--- src/rtl/arm_pipe_pkg.sv ---
// rtl/arm_pipe_pkg.sv - shared types and defaults for the pipeline freeze controller
package arm_pipe_pkg;

    typedef enum logic [1:0] {
        MS_IDLE = 2'd0,
        MS_WAIT = 2'd1,
        MS_DONE = 2'd2
    } mem_state_e;

    localparam int MEM_WAIT_DEF = 4;
    localparam int STAT_W_DEF   = 32;

endpackage

--- src/rtl/pipeline_freeze_ctrl_if.sv ---
// rtl/pipeline_freeze_ctrl_if.sv - stall/flush control bundle between pipeline and controller
interface pipeline_freeze_ctrl_if
    import arm_pipe_pkg::*;
#(
    parameter int STAT_W = STAT_W_DEF
);
    logic              hazard;
    logic              branch_taken;
    logic              mem_r_en;
    logic              mem_w_en;
    logic              freeze_if;
    logic              bubble_id;
    logic              freeze_pipe;
    logic              flush;
    logic              sram_busy;
    logic [STAT_W-1:0] stat_stall;
    logic [STAT_W-1:0] stat_hazard;
    logic [STAT_W-1:0] stat_flush;

    // Pipeline side: supplies hazard/branch/memory status, consumes controls
    modport master (
        output hazard, branch_taken, mem_r_en, mem_w_en,
        input  freeze_if, bubble_id, freeze_pipe, flush, sram_busy,
        input  stat_stall, stat_hazard, stat_flush
    );

    // Controller side
    modport slave (
        input  hazard, branch_taken, mem_r_en, mem_w_en,
        output freeze_if, bubble_id, freeze_pipe, flush, sram_busy,
        output stat_stall, stat_hazard, stat_flush
    );
endinterface

--- src/rtl/sram_wait_fsm.sv ---
// rtl/sram_wait_fsm.sv - multi-cycle SRAM access tracker producing the memory stall
module sram_wait_fsm
    import arm_pipe_pkg::*;
#(
    parameter int MEM_WAIT = MEM_WAIT_DEF,
    parameter int CNT_W    = 4
) (
    input  logic clk,
    input  logic rst,
    input  logic req,
    output logic mem_stall,
    output logic sram_busy
);
    // IDLE consumes the first stall cycle, so WAIT only covers the remaining MEM_WAIT-1
    localparam logic [CNT_W-1:0] CNT_LOAD = CNT_W'((MEM_WAIT > 1) ? (MEM_WAIT - 2) : 0);

    mem_state_e       state_q, state_d;
    logic [CNT_W-1:0] cnt_q, cnt_d;

    // Next-state and wait-counter logic
    always_comb begin
        state_d = state_q;
        cnt_d   = cnt_q;
        case (state_q)
            MS_IDLE: begin
                if (req) begin
                    if (MEM_WAIT == 1) begin
                        state_d = MS_DONE;
                    end else begin
                        state_d = MS_WAIT;
                        cnt_d   = CNT_LOAD;
                    end
                end
            end
            MS_WAIT: begin
                if (cnt_q == '0) begin
                    state_d = MS_DONE;
                end else begin
                    cnt_d = cnt_q - 1'b1;
                end
            end
            MS_DONE: state_d = MS_IDLE;
            default: state_d = MS_IDLE;
        endcase
    end

    // State and counter registers
    always_ff @(posedge clk) begin
        if (rst) begin
            state_q <= MS_IDLE;
            cnt_q   <= '0;
        end else begin
            state_q <= state_d;
            cnt_q   <= cnt_d;
        end
    end

    // Stall starts in the request cycle itself; DONE lets the pipeline advance
    assign mem_stall = ((state_q == MS_IDLE) && req) || (state_q == MS_WAIT);
    assign sram_busy = (state_q != MS_IDLE);

endmodule

--- src/rtl/pipeline_freeze_ctrl.sv ---
// rtl/pipeline_freeze_ctrl.sv - pipeline stall/flush controller; optional FREEZE_STATS_EN stats counters
module pipeline_freeze_ctrl
    import arm_pipe_pkg::*;
#(
    parameter int MEM_WAIT = MEM_WAIT_DEF,
    parameter int CNT_W    = 4,
    parameter int STAT_W   = STAT_W_DEF
) (
    input  logic                          clk,
    input  logic                          rst,
    pipeline_freeze_ctrl_if.slave         bus
);
    logic mem_req;
    logic mem_stall;
    logic hazard_eff;

    assign mem_req = bus.mem_r_en | bus.mem_w_en;

    sram_wait_fsm #(
        .MEM_WAIT (MEM_WAIT),
        .CNT_W    (CNT_W)
    ) u_sram_wait_fsm (
        .clk       (clk),
        .rst       (rst),
        .req       (mem_req),
        .mem_stall (mem_stall),
        .sram_busy (bus.sram_busy)
    );

    // A taken branch overrides the hazard so IF fetches the branch target
    assign hazard_eff = bus.hazard & ~bus.branch_taken;

    // Stall/flush priority: memory stall dominates, branch flush waits for DONE
    always_comb begin
        bus.freeze_pipe = mem_stall;
        bus.freeze_if   = mem_stall | hazard_eff;
        bus.bubble_id   = hazard_eff & ~mem_stall;
        bus.flush       = bus.branch_taken & ~mem_stall;
    end

`ifdef FREEZE_STATS_EN
    logic [STAT_W-1:0] stat_stall_q, stat_stall_d;
    logic [STAT_W-1:0] stat_hazard_q, stat_hazard_d;
    logic [STAT_W-1:0] stat_flush_q, stat_flush_d;

    // Saturating event counters
    always_comb begin
        stat_stall_d  = stat_stall_q;
        stat_hazard_d = stat_hazard_q;
        stat_flush_d  = stat_flush_q;
        if (bus.freeze_pipe && (stat_stall_q != '1)) stat_stall_d  = stat_stall_q + STAT_W'(1);
        if (bus.bubble_id   && (stat_hazard_q != '1)) stat_hazard_d = stat_hazard_q + STAT_W'(1);
        if (bus.flush       && (stat_flush_q != '1)) stat_flush_d  = stat_flush_q + STAT_W'(1);
    end

    // Counter registers
    always_ff @(posedge clk) begin
        if (rst) begin
            stat_stall_q  <= '0;
            stat_hazard_q <= '0;
            stat_flush_q  <= '0;
        end else begin
            stat_stall_q  <= stat_stall_d;
            stat_hazard_q <= stat_hazard_d;
            stat_flush_q  <= stat_flush_d;
        end
    end

    assign bus.stat_stall  = stat_stall_q;
    assign bus.stat_hazard = stat_hazard_q;
    assign bus.stat_flush  = stat_flush_q;
`else
    assign bus.stat_stall  = '0;
    assign bus.stat_hazard = '0;
    assign bus.stat_flush  = '0;
`endif

endmodule

--- src/flat_wrapper.sv ---
// flat-port wrapper written by rule: the top's interface ports become plain ports
module pipeline_freeze_ctrl_flat import arm_pipe_pkg::*;
#(
    parameter int MEM_WAIT = MEM_WAIT_DEF,
    parameter int CNT_W    = 4,
    parameter int STAT_W   = STAT_W_DEF
)
  (clk, rst, bus_hazard, bus_branch_taken, bus_mem_r_en, bus_mem_w_en, bus_freeze_if, bus_bubble_id, bus_freeze_pipe, bus_flush, bus_sram_busy, bus_stat_stall, bus_stat_hazard, bus_stat_flush);
  pipeline_freeze_ctrl_if #(.STAT_W(STAT_W)) bus_i ();
  input  logic clk;
  input  logic rst;
  input wire logic [$bits(bus_i.hazard)-1:0] bus_hazard;
  input wire logic [$bits(bus_i.branch_taken)-1:0] bus_branch_taken;
  input wire logic [$bits(bus_i.mem_r_en)-1:0] bus_mem_r_en;
  input wire logic [$bits(bus_i.mem_w_en)-1:0] bus_mem_w_en;
  output wire logic [$bits(bus_i.freeze_if)-1:0] bus_freeze_if;
  output wire logic [$bits(bus_i.bubble_id)-1:0] bus_bubble_id;
  output wire logic [$bits(bus_i.freeze_pipe)-1:0] bus_freeze_pipe;
  output wire logic [$bits(bus_i.flush)-1:0] bus_flush;
  output wire logic [$bits(bus_i.sram_busy)-1:0] bus_sram_busy;
  output wire logic [$bits(bus_i.stat_stall)-1:0] bus_stat_stall;
  output wire logic [$bits(bus_i.stat_hazard)-1:0] bus_stat_hazard;
  output wire logic [$bits(bus_i.stat_flush)-1:0] bus_stat_flush;
  assign bus_i.hazard = bus_hazard;
  assign bus_i.branch_taken = bus_branch_taken;
  assign bus_i.mem_r_en = bus_mem_r_en;
  assign bus_i.mem_w_en = bus_mem_w_en;
  assign bus_freeze_if = bus_i.freeze_if;
  assign bus_bubble_id = bus_i.bubble_id;
  assign bus_freeze_pipe = bus_i.freeze_pipe;
  assign bus_flush = bus_i.flush;
  assign bus_sram_busy = bus_i.sram_busy;
  assign bus_stat_stall = bus_i.stat_stall;
  assign bus_stat_hazard = bus_i.stat_hazard;
  assign bus_stat_flush = bus_i.stat_flush;
  pipeline_freeze_ctrl #(.MEM_WAIT(MEM_WAIT), .CNT_W(CNT_W), .STAT_W(STAT_W)) u_core (.clk(clk), .rst(rst), .bus(bus_i));
endmodule
--- config.mk ---
export PLATFORM = sky130hd
export DESIGN_NAME = pipeline_freeze_ctrl_flat
export DESIGN_NICKNAME = d
export VERILOG_FILES = /design/src/rtl/arm_pipe_pkg.sv /design/src/rtl/pipeline_freeze_ctrl_if.sv /design/src/rtl/sram_wait_fsm.sv /design/src/rtl/pipeline_freeze_ctrl.sv /design/src/flat_wrapper.sv
export SDC_FILE = /design/constraint.sdc
export NUM_CORES = 1
export LEC_CHECK = 0
export BUFFER_PORTS_ARGS = -buffer_cell sky130_fd_sc_hd__buf_4
export CORE_ASPECT_RATIO = 1.1
export CORE_MARGIN = 5
export CORE_UTILIZATION = 30
export CTS_CLUSTER_SIZE = 30
export DETAILED_ROUTE_END_ITERATION = 8
export PLACE_DENSITY = 0.69
export SYNTH_ARGS = -nofsm -noshare
export SYNTH_HDL_FRONTEND = slang
export SYNTH_SLANG_ARGS = --single-unit
--- constraint.sdc ---
create_clock -name clk -period 4 [get_ports clk]
set_clock_uncertainty 0.15 [all_clocks]
set_input_delay 0.8 -clock clk [delete_from_list [all_inputs] [get_ports clk]]
set_output_delay 0.8 -clock clk [all_outputs]
set_load 0.05 [all_outputs]
* After elaboration in Yosys (flattened, before gate mapping)
Cells that the tools add are included.
** Storage, ports and cells
- Register bits after elaboration :: 6
- Input bits :: 6
- Output and inout bits :: 101
- Word-level logic and storage cells :: 28
** Cells by class
- Add/subtract/negate cells :: 1
- Equality and inequality tests :: 4
- Multiplexer cells :: 6
- Bitwise logic cells :: 7
- Reductions and logical operators :: 8
** Operator list (count)
- 2-to-1 mux 4 bit :: 2
- one-hot mux 4 bit (2 select lines) :: 1
- inequality test 2 bit, second input constant :: 3
- logical NOT 4 bit :: 1
- 2-to-1 mux 2 bit :: 2
- one-hot mux 2 bit (2 select lines) :: 1
- nonzero test 2 bit :: 2
- subtractor 4 x 1 -> 4 bit, second input constant :: 1
- bitwise AND 1 bit :: 3
- AND reduction 3 bit :: 1
- equality test 2 x 1 -> 1 bit, second input constant :: 1
- logical NOT 2 bit :: 1
- inverter 1 bit :: 2
- bitwise OR 1 bit :: 2
- AND reduction 2 bit :: 1
- logical AND 1 bit :: 1
- logical OR 1 bit :: 1

* Longest topological paths before layout
Gate-level depths: netlist (run 1).
- Word-level depth :: 5
- Mapped depth :: 5
- Gate-level depth less buffers :: 5

* Cells and area by module
A second synthesis (run 1) with hierarchy kept.
** Second synthesis, totals
- Cells, all modules :: 136
- Area, all modules :: 1076.0 µm²
** By module, submodules not included
- pipeline_freeze_ctrl :: times used 1, cells an instance 102, area each 760.7 µm², sequential area each 0.0 µm²
- sram_wait_fsm :: times used 1, cells an instance 34, area each 315.3 µm², sequential area each 120.1 µm²

* Worst setup path after synthesis (run 1)
No wires, ideal clock.
- Kind :: input to output
- Start :: input port bus_mem_w_en
- End :: output port bus_flush
- Arrival time :: 2.018 ns
- Required time :: 3.050 ns
- Path slack :: 1.032 ns
- Stages :: 3
- Path buffers :: 0
- Cells stage by stage :: nor3_1 -> nor2_1 -> nor2b_1
** On the way
- Cells in the longest elaborated chain, start to end :: 5
** RTL lines
- from (decl) :: line flat_wrapper.sv:15 : input wire logic [$bits(bus_i.mem_w_en)-1:0] bus_mem_w_en;
- bitwise OR 1 bit :: line pipeline_freeze_ctrl.sv:17 : assign mem_req = bus.mem_r_en | bus.mem_w_en;
- logical AND 1 bit :: line sram_wait_fsm.sv:59 : assign mem_stall = ((state_q == MS_IDLE) && req) || (state_q == MS_WAIT);
- logical OR 1 bit :: line sram_wait_fsm.sv:59
- net bus_freeze_pipe :: line flat_wrapper.sv:18 : output wire logic [$bits(bus_i.freeze_pipe)-1:0] bus_freeze_pipe;
- inverter 1 bit :: line pipeline_freeze_ctrl.sv:38 : bus.flush = bus.branch_taken & ~mem_stall;
- bitwise AND 1 bit :: line pipeline_freeze_ctrl.sv:38
- to (decl) :: line flat_wrapper.sv:19 : output wire logic [$bits(bus_i.flush)-1:0] bus_flush;
The timed path passes the listed nets, and every way through them passes these cells.

* Worst setup path in the final report (run 1)
- Start :: input port bus_mem_w_en
- End :: output port bus_bubble_id
** On the way
- Cells in the longest elaborated chain, start to end :: 5
** RTL lines
- bitwise OR 1 bit :: line pipeline_freeze_ctrl.sv:17
- logical AND 1 bit :: line sram_wait_fsm.sv:59
- logical OR 1 bit :: line sram_wait_fsm.sv:59
- inverter 1 bit :: line pipeline_freeze_ctrl.sv:37 : bus.bubble_id = hazard_eff & ~mem_stall;
- bitwise AND 1 bit :: line pipeline_freeze_ctrl.sv:37
- to (decl) :: line flat_wrapper.sv:17 : output wire logic [$bits(bus_i.bubble_id)-1:0] bus_bubble_id;
No other way between the ends.

==> results summary, run 1 <==
The flow ran to the end, and the final reports show no timing, DRC or antenna violations. Max-cap violations in this run came to 0. Of the cells placed in the final design, the portion with a size suffix greater than 1 is 11.9%. The total congestion overflow after global routing is 0. After clock tree synthesis, the clock-pin slew on the worst setup and hold paths is 0.04 ns.

The clock tree from TritonCTS is built. The floorplan step defined a die boundary enclosing 4880 µm². The clock network latency to the later pin of the worst-skew pair is 0.24 ns. On the worst path, the slowest cell contributes a delay of 0.24 ns. For this run, the post-layout net count is 161.

The boundary pin count came out at 107. The routed wire length is 1580 µm. The number of antenna diodes is 0. The number of flip-flops and latches in the synthesized netlist is 6. The maximum count of clock buffers along a single path is 2. The cell sitting at the root of the clock tree is a clkbuf_4.

The cell accounting for the most synthesized area is buf_4. The via count of the first global-routing pass is 448. The number of nets with antenna violations after routing is 0.

After layout, the worst path uses 63.5% of the clock period. In this run, post-CTS hold repair placed 0 buffers. In this run the worst hold path is classified as flip-flop to flip-flop. The netlist area before placement came out at 1070 µm².

The post-CTS setup buffer count came out at 0. The total vias in the final route came out at 590. The die is 67.0 µm wide. For this run, the number of Yosys warnings is 0. The synthesized netlist contains 22 unique library cells. The number of buffers created by CTS came out at 3.

The critical path is of the primary input to output pin type. Combinational logic is responsible for 68.6% of the overall power. In this run switching power makes up 67.8% of total power. The initial antenna violation count is 0. The total number of placement rows is 22.

The largest fanout on the critical path is 3. The clock period could shrink to 2.54 ns. The count of buffering cells on the critical path with inverters included is 2. The quantity of gates resized following cts is 0. The area of the core is 3390 µm². Static timing analysis puts the maximum clock frequency at 394 MHz. The total routing usage reported by global routing is 5.05%. Dividing total power by cell area gives a power density of 466 nW/µm². The sequential group share of total power came out at 17.6%. The synthesized netlist cell count came out at 139. The wire length of the first global-routing pass came out at 1800 µm.

The final routed wire length divided by cell count came out at 7.91 µm. Setup violations remaining at the end of the flow were counted as 0. The clock network is responsible for 13.8% of the overall power. For the worst setup path, the data arrival time is 1.59 ns. The mean number of vias per cell came out at 2.96.

Ranked by total cell area, the synthesized netlist is headed by buf_4 67%, dfxtp_1 11%, ha_1 2.3%, nand2b_1 1.7%, nor2_1 1.7%. The detailed-placement wirelength estimate came out at 1420 µm. Entering global routing, the biggest net connects 7 pins. The clock sink count is 6. The count of input and output buffers is 10. The largest individual stage delay along the critical path comes from the cell nor3_1. The violation count after the first detailed-routing iteration came out at 9. The routability congestion estimate from global placement is 0.755. The analysis attributes to cell leakage a power of 0.515 nW. The fraction of synthesized cell area taken by the top area cell type is 67.1%. In this run the number of H-tree levels came out at 1. Each instance of the synthesized netlist takes up on average 7.72 µm². The internal power of the cells came out at 0.000130 W. The final count of pins violating max slew is 0. The maximum vdd drop is 113 µV.

The height of the die is 72.7 µm. The final count of hold timing violations is 0. In the routed design, unresolved DRC markers number 0. The switching power is 0.000274 W. The kind of cell adding the most delay to the critical path is simple AND/OR/NAND/NOR gates.

Adding up every negative setup slack in the final design gives 0 ns. The final worst hold slack is 0.352 ns. Before antenna repair, the detailed router went through 4 iterations.

Setup repair after global routing left no endpoint under its margin. The area growth from synthesis to layout is -19.2%. Data on the critical path is required at its endpoint by 3.05 ns. The worst setup path is launched from a primary input. The signal on the critical path passes through buf_4 > nor3_1 > nor2_1 > nor2_1 > buf_4. STA classifies the critical path endpoint as an output pin. Of the synthesized area, sequential elements account for 11.2%. The initial core utilization came out at 31.7%.
-- registers in the layout, summed over array words and instances (netlist names) --
register	count
u_core.u_sram_wait_fsm.cnt_q	4
u_core.u_sram_wait_fsm.state_q	2
-- worst paths after layout --
| kind | start | end | slack (ns) | depth (start not counted) |
|---|---|---|---|---|
| min | u_core.u_sram_wait_fsm.cnt_q[3] | u_core.u_sram_wait_fsm.cnt_q[3] | 0.35 | 2 |
| max | bus_mem_w_en | bus_bubble_id | 1.46 | 5 |
| max reg2reg | u_core.u_sram_wait_fsm.cnt_q[0] | u_core.u_sram_wait_fsm.cnt_q[0] | 2.26 | 5 |
| min reg2reg | u_core.u_sram_wait_fsm.cnt_q[3] | u_core.u_sram_wait_fsm.cnt_q[3] | 0.35 | 2 |
-- routing by layer --
metal  vias to the layer above  global-route usage (%)  routed length, µm
met3                         2                    2.47                372
met1                       245                    5.24                430
met5                         -                       0                  0
met2                        70                    7.31                750
li1                        273                       -                  -
met4                         0                    4.73                 22
-- synthesized netlist by cell type, drive strengths merged --
cell type / instances
a21o: 1
a21oi: 3
a221o: 1
a31o: 1
a31oi: 1
buf: 96
conb: 1
dfxtp: 6
ha: 2
inv: 4
nand2: 2
nand2b: 3
nand4b: 2
nor2: 5
nor2b: 2
nor3: 1
nor4: 1
o21ai: 2
o22ai: 1
o41ai: 1
or2: 2
or3b: 1
-- cells in the final DEF, fill, tap and decap left out, drive strengths merged, types with 2 or more instances in the layout --
master  instances
nand4b          2
ha              2
inv             4
clkbuf          3
nand2           2
a21oi           3
nand2b          3
nor2            5
nor2b           2
dfxtp           6
conb           96
or2             2
o21ai           2
buf            10
-- final cells by class --
class,count,area (µm²)
clock buffer,3,22.5
sequential,6,120
timing repair buffer,10,75.1
tap,48,60.1
multi-input combinational,128,574
inverter,4,15.0
fill,381,2520
-- worst register-to-register path, stage by stage (launching register included) --
cell	delay (ns)
dfxtp_1	0.33
inv_1	0.12
ha_1	0.20
or3b_4	0.40
a221o_1	0.36
o22ai_2	0.11
-- power groups by stage --
stage	clock (W)	sequential (W)	combinational (W)
3_3_place_gp	0	0.0000720	0.000272
4_1_cts	0.0000594	0.0000709	0.000275
2_1_floorplan	0	0.0000710	0.000327
3_5_place_dp	0	0.0000721	0.000274
6_report	0.0000558	0.0000711	0.000278
5_1_grt	0.0000620	0.0000720	0.000291
-- through the flow --
step / utilization (%) / cells / power, W / setup slack (ns) / cell area, µm²
after global routing: 25.6 / 199 / 0.000425 / 1.38 / 867
after detailed placement: 24.9 / 196 / 0.000346 / 1.47 / 845
after CTS: 25.6 / 199 / 0.000405 / 1.47 / 867
final: 25.6 / 199 / 0.000404 / 1.46 / 867
after global placement: 24.9 / 196 / 0.000345 / 1.50 / 845
after floorplan: - / 234 / 0.000398 / 1.03 / 1430
-- logic make-up (layout without fill, tap and decap cells) --
logic type | count (synthesis) | after routing | synth area share (%)
compound gates | 11 | 11 | 7.34
flops | 6 | 6 | 11.2
fa+ha+maj | 2 | 2 | 2.33
buf+inv | 100 | 17 | 68.5
other cells | 1 | 96 | 0.349
simple gates | 19 | 19 | 10.3
Power figures use the tool's default switching activity.
==> run 2, diff against run 1 <==
Clock period 4 ns to 2.4 ns, I/O delays scaled along.
==> run 2 against run 1 <==
  * Flip-flop and latch count unchanged
  * Clock power is 68% higher
  * Wire length is 1.3% lower
  * Sequential power is 67% higher
  * Sequential share of layout area unchanged
  * Die area unchanged
  * Setup slack worse by 0.93 ns
  * Core utilization unchanged
  * Total power grew 67%
  * Register-to-register slack lost 1.6 ns
  * Combinational power increased by 67%
  * Largest cell class unchanged
==> results summary, run 2 (synthesis gave the netlist of run 1 again) <==
TritonCTS built the clock tree. The worst setup path is captured at an output pin. The power density over the cells came out at 779 nW/µm² (+67%).

The flip-flop count of the largest register, all copies and words added was 4 (unchanged). The largest fanout on the critical path is 4 (+1). The final count of hold timing violations was 0 (unchanged). The total power consumption of the routed design is 0.000675 W (+67%). In the layout the commonest cells are 96 x conb_1, 10 x buf_4, 6 x dfxtp_1, 5 x nor2_1, 4 x inv_1.

The total number of placement rows came out at 22 (unchanged). The count of hold-fix buffers inserted at cts came out at 0 (unchanged). The clock period minus final worst setup slack is 1.87 ns. The count of input and output buffers came to 10 (unchanged). The largest registers in the layout are u_core.u_sram_wait_fsm.cnt_q: 4 flops, u_core.u_sram_wait_fsm.state_q: 2 flops. The library cell used most frequently in the layout, excluding fill and tap cells, is conb_1. The total routing usage reported by global routing is 5.05% (about the same).

The number of standard cells in the final layout excluding fillers is 199 (unchanged). The initial antenna violation count is 0 (unchanged). The signal on the critical path passes through nor3_1 > nor2_1 > nor2b_1 > buf_4.

The depth of the most critical reg-to-reg path came to 5 (unchanged). The share of layout cells above drive strength 1 is 11.9% (unchanged). The area growth from synthesis to layout is -19.2% (unchanged). The number of nets with antenna violations after routing came out at 0 (unchanged). Timing would allow up to 535 MHz. The count of placed standard cells including taps came to 196 (unchanged). The required time of the critical path came to 1.77 ns (-1.28 ns). The internal power of the cells is 0.000217 W (+67%).

The final critical path takes up 77.9% of the cycle. The number of failing setup endpoints in the final timing report is 0 (unchanged). The fraction of power spent switching nets is 67.8% (about the same). The register-to-register path setup slack came out at 0.68 ns (-1.58 ns). The clock share of power is 13.9% (about the same).

Ranked by flip-flop count, first place goes to u_core.u_sram_wait_fsm.cnt_q. The post-route worst setup slack came out at 0.531 ns (-0.928 ns). The number of levels the H-tree was split into is 1 (unchanged). The area of the core is 3390 µm² (unchanged). The first-pass detailed-route iteration total is 2 (-2). The total congestion overflow after global routing was 0 (unchanged). The instance count along the most critical hold path came out at 2 (unchanged). The boundary pin count came out at 107 (unchanged). The worst register-to-register path begins at u_core.u_sram_wait_fsm.cnt_q[0].

Among all stages on the critical path, the largest delay is contributed by dfxtp_1. The routed wire length was 1550 µm (-1.3%). The number of buffers created by CTS came out at 3 (unchanged). The setup path with the least slack is of type flip-flop to output pin. The run finished with clean final reports.

The routability congestion estimate from global placement is 0.706 (-6.5%). The final count of pins violating max slew is 0 (unchanged). The wire length of the first global-routing pass is 1830 µm (+1.6%). The combinational share of power is 68.5% (about the same). The end of the worst hold path is u_core.u_sram_wait_fsm.state_q[0]. The mean number of vias per cell came out at 3.00 (+1.2%). The register clock-pin slew on the reported worst setup and hold paths is 0.05 ns (about the same).

The horizontal extent of the die came out at 67.0 µm (unchanged). The clock sink count is 6 (unchanged). CTS placed an instance of clkbuf_4 at the clock tree root. The post-CTS setup buffer count came out at 0 (unchanged). The number of antenna diodes came out at 0 (unchanged).

The data arrival time of the critical path is 1.24 ns (-0.35 ns). The via count of the first global-routing pass is 437 (-2.5%). The path category of the worst min-delay check is primary input to flip-flop. The worst setup slack before clock tree synthesis is 0.525 ns (-0.942 ns). The setup total negative slack is 0 ns (unchanged). The total die area is 4880 µm² (unchanged). The height of the die is 72.7 µm (unchanged). The clock network latency to the later pin of the worst-skew pair came to 0.25 ns (about the same).

The total vias in the final route is 597 (+1.2%). The kind of start point of the critical path is a flip-flop. The maximum count of clock buffers along a single path is 2 (unchanged). The initial core utilization was 31.7% (unchanged).

The DRC violation count after routing is 0 (unchanged). The detailed-placement wirelength estimate is 1420 µm (about the same). The maximum vdd drop is 185 µV (+63%). The quantity of gates resized following cts was 0 (unchanged). The final routed wire length divided by cell count came out at 7.81 µm (-1.3%). The number of maximum-capacitance constraint violations was 0 (unchanged). The pin count of the biggest net entering global routing came to 7 (unchanged). In this run the most critical hold path is launched from rst. The switching power was 0.000458 W (+67%).

The violation count after the first detailed-routing iteration is 33 (+24). The delay of the slowest cell on the worst path is 0.32 ns (+0.08 ns). The reg-to-reg critical path endpoint is u_core.u_sram_wait_fsm.cnt_q[0].

The leakage power is 0.515 nW (unchanged). The sequential group share of total power is 17.6% (about the same). The final net count is 161 (unchanged). Setup repair after global routing left no endpoint under its margin.
## run 2: cell counts in the layout (fill, tap and decap cells not counted)
No cell type changed its count.
## run 2: worst max path at each step
stage,start,to,cells past startpoint
finish,u_core.u_sram_wait_fsm.state_q[0],bus_flush,4
global route,u_core.u_sram_wait_fsm.state_q[0],bus_flush,4
CTS,u_core.u_sram_wait_fsm.state_q[0],bus_flush,4
detailed placement,bus_mem_w_en,bus_flush,5
global placement,bus_mem_w_en,bus_flush,5
floorplan,bus_mem_w_en,bus_flush,3
## run 2: layout make-up
class,instances,area [µm²]
Multi-Input combinational cell,128,574
Timing Repair Buffer,10,75.1
Clock buffer,3,22.5
Fill cell,382,2520
Inverter,4,15.0
Sequential cell,6,120
Tap cell,48,60.1
## run 2: power groups by stage
stage               logic, W  registers [W]  clock network [W]
detailed placement  0.000457       0.000121                  0
CTS                 0.000457       0.000119          0.0000998
floorplan           0.000545       0.000118                  0
global placement    0.000453       0.000120                  0
finish              0.000463       0.000119          0.0000938
global route        0.000484       0.000120           0.000103
## run 2: critical path: cells and delay by family, from the launching register on
family | cells | cell delay [ns]
simple gates | 3 | 0.46
flops | 1 | 0.32
buf+inv | 1 | 0.21
## run 2: metal layers
| metal | part of all wire, % | track usage [%] | wire length, µm | up-vias |
|---|---|---|---|---|
| li1 | - | - | - | 275 |
| met1 | 28 | 5.69 | 434 | 255 |
| met2 | 46 | 6.66 | 713 | 63 |
| met3 | 25 | 3.08 | 383 | 4 |
| met4 | 1.5 | 4.05 | 23 | 0 |
| met5 | 0 | 0 | 0 | - |
## run 2: per-stage QoR
| step | hold WS, ns | util (%) | cell area, µm² |
|---|---|---|---|
| global route | 0.288 | 25.6 | 867 |
| floorplan | 0.311 | - | 1430 |
| detailed placement | 0.333 | 24.9 | 845 |
| CTS | 0.275 | 25.6 | 867 |
| finish | 0.283 | 25.6 | 867 |
| global placement | 0.335 | 24.9 | 845 |
==> run 3, diff against run 2 <==
Settings changed: PLACE_DENSITY 0.69 to 0.72.
Clock period 2.4 ns to 1.7 ns, I/O delays scaled along.
==> run 3 against run 2 <==
  * Die area is the same
  * Sequential share of layout area shrank 0.67 points
  * Total power grew 45%
  * Clock-buffer cell count is the same
  * Final cell count grew 1.0%
  * Sequential power grew 45%
  * Via count grew 0.84%
  * Highest routed layer unchanged
==> results summary, run 3 (synthesis gave the netlist of run 1 again) <==
The flow ran to the end, and the final reports show no timing, DRC or antenna violations. The count of placed standard cells including taps came to 197 (+0.51%). The flip-flop count of the largest register, all copies and words added is 4 (unchanged). The via count of the first global-routing pass is 456 (+4.3%). The total number of placement rows is 22 (unchanged).

STA classifies the critical path endpoint as an output pin. Based on the critical path, the design can be clocked at up to 609 MHz. The final net count is 163 (+1.2%). The number of buffers created by CTS came to 3 (unchanged).

The violation count after the first detailed-routing iteration is 35 (+6.1%). The number of nets with antenna violations after routing came out at 0 (unchanged). The total power consumption of the routed design is 0.000978 W (+45%). Counting I/O delays and the setup requirement, the final critical path takes 1.64 ns. The initial core utilization is 31.7% (unchanged). The number of failing setup endpoints in the final timing report came out at 0 (unchanged). The total congestion overflow after global routing is 0 (unchanged). The area of the core is 3390 µm² (unchanged).

The horizontal extent of the die came out at 67.0 µm (unchanged). The clock sink count was 6 (unchanged). The number of levels the H-tree was split into came out at 1 (unchanged). The clock network latency to the later pin of the worst-skew pair came out at 0.25 ns (about the same).

The library cells used most frequently in the layout, excluding fill and tap cells, are 96 x conb_1, 10 x buf_4, 5 x dfxtp_1. The data arrival time of the critical path came out at 1.15 ns (-0.09 ns). The detailed-placement wirelength estimate was 1450 µm (+2.3%).

The worst hold path begins at rst. The fill cell instance count of the final layout came to 387 (+1.3%). The register-to-register path setup slack came out at 0.06 ns (-0.62 ns). Clock tree synthesis selected as its root buffer the cell clkbuf_4. For hold timing, the worst endpoint is u_core.u_sram_wait_fsm.state_q[0].

The final instance area came out at 921 µm² (+6.2%). The maximum vdd drop came out at 221 µV (+19%). The power density over the cells is 1060 nW/µm² (+36%). The library cell used most frequently in the layout, excluding fill and tap cells, is conb_1. The largest fanout on the critical path came out at 4 (unchanged).

The depth of the most critical reg-to-reg path came out at 5 (unchanged). Setup repair after global routing could not meet its margin everywhere. The number of standard cells in the final layout excluding fillers came out at 201 (+1.0%).

The initial antenna violation count came to 0 (unchanged). The worst setup path is launched from a flip-flop. The instance count along the most critical hold path came out at 2 (unchanged). In this run the critical register-to-register path is launched from u_core.u_sram_wait_fsm.cnt_q[0]. The final count of pins violating max slew came out at 0 (unchanged). The number of antenna diodes is 0 (unchanged).

Compared with the post-synthesis result, the final layout area differs by -14.2%. The total vias in the final route came out at 602 (+0.84%). The total routing usage reported by global routing is 5.77% (+0.72 points). The register cell area after layout is 121 µm² (+1.0%). After layout, the worst path uses 96.6% of the clock period. The count of input and output buffers is 10 (unchanged). The final worst hold slack is 0.143 ns (-0.140 ns). The height of the die is 72.7 µm (unchanged). The final core utilization came out at 27.2% (+1.6 points).

The total die area came out at 4880 µm² (unchanged). The final routed wire length divided by cell count came to 8.13 µm (+4.2%). The path type of the worst setup path is flip-flop to output pin. The largest registers in the layout are u_core.u_sram_wait_fsm.cnt_q: 4 flops, u_core.u_sram_wait_fsm.state_q: 2 flops.

The first-pass detailed-route iteration total came to 4 (+2). The boundary pin count came out at 107 (unchanged). The routed wire length is 1640 µm (+5.2%). The leakage power is 0.533 nW (+3.6%).

The share of layout cells above drive strength 1 came out at 18.3% (+6.4 points). The routability congestion estimate from global placement came out at 0.884 (+25%). The maximum count of clock buffers along a single path came out at 2 (unchanged).

The pin count of the biggest net entering global routing is 7 (unchanged). The register clock-pin slew on the reported worst setup and hold paths is 0.05 ns (about the same). Counting flops per register, the top entry is u_core.u_sram_wait_fsm.cnt_q.

The number of maximum-capacitance constraint violations was 0 (unchanged). TritonCTS built the clock tree. The final count of hold timing violations was 0 (unchanged). The required time of the critical path came to 1.21 ns (-0.56 ns).

The wire length of the first global-routing pass is 1980 µm (+8.3%). The cell area after placement came out at 862 µm² (+2.1%). The mean number of vias per cell is 3.00 (-0.17%). The DRC violation count after routing is 0 (unchanged). The area of the multi-input gates came out at 601 µm² (+4.6%). The endpoint identified for the worst register-to-register timing path is u_core.u_sram_wait_fsm.cnt_q[0].

The tightest min-delay check is of the primary input to flip-flop type.
## run 3: cell count changes in the layout (fill, tap and decap cells not counted), moves of 2 or more
cell    change
inv_1       -2
inv_2       +2
nor2_1      -2
nor2_2      +2
## run 3: worst max-delay path by stage
| stage | from | end | slack [ns] | cells after the start |
|---|---|---|---|---|
| floorplan | bus_mem_w_en | bus_bubble_id | -0.29 | 3 |
| global placement | u_core.u_sram_wait_fsm.cnt_q[1] | u_core.u_sram_wait_fsm.cnt_q[0] | 0.06 | 5 |
| detailed placement | u_core.u_sram_wait_fsm.cnt_q[1] | u_core.u_sram_wait_fsm.cnt_q[0] | 0.03 | 5 |
| CTS | u_core.u_sram_wait_fsm.cnt_q[1] | u_core.u_sram_wait_fsm.cnt_q[0] | 0.02 | 5 |
| global route | u_core.u_sram_wait_fsm.state_q[0] | bus_bubble_id | -0.01 | 4 |
| finish | u_core.u_sram_wait_fsm.state_q[0] | bus_bubble_id | 0.06 | 4 |
## run 3: report_power, final
part	total, W	internal (W)	leakage [nW]	switching, W
Combinational	0.000674	0.0000849	0.470	0.000589
Sequential	0.000172	0.000156	0.0494	0.0000160
Clock	0.000132	0.0000799	0.0138	0.0000520
## run 3: what timing repair did
item,4_1_cts,5_1_grt
pin swaps,1,4
buffers inserted,0,1
hold buffers,0,0
endpoints found under the setup margin,2,4
cloned,0,0
resized for setup,2,8
## run 3: cell type report
| class | instances | area share (%) |
|---|---|---|
| tap | 48 | 6.52 |
| clock buffer | 3 | 2.45 |
| timing repair buffer | 12 | 11.0 |
| sequential | 6 | 13.2 |
| multi-input combinational | 128 | 65.2 |
| inverter | 4 | 1.63 |
## run 3: critical path, stage by stage (launching register included)
cell,delay [ns]
dfxtp_2,0.34
nor3_4,0.20
nor2_2,0.09
nor2_2,0.11
buf_6,0.17
## run 3: metal layers
metal  vias to the layer above  wire length, µm  GRT usage, %
met2                        66              833          8.84
met3                         4              370          3.70
met5                         -                0             0
met4                         0               18          5.41
met1                       253              414          5.04
li1                        279                -             -
## run 3: per-stage QoR
stage,setup TNS (ns),setup slack [ns]
after global placement,0,0.0650
after floorplan,-0.291,-0.291
after detailed placement,0,0.0342
after CTS,0,0.0196
final,0,0.0571
after global routing,-0.0300,-0.0134
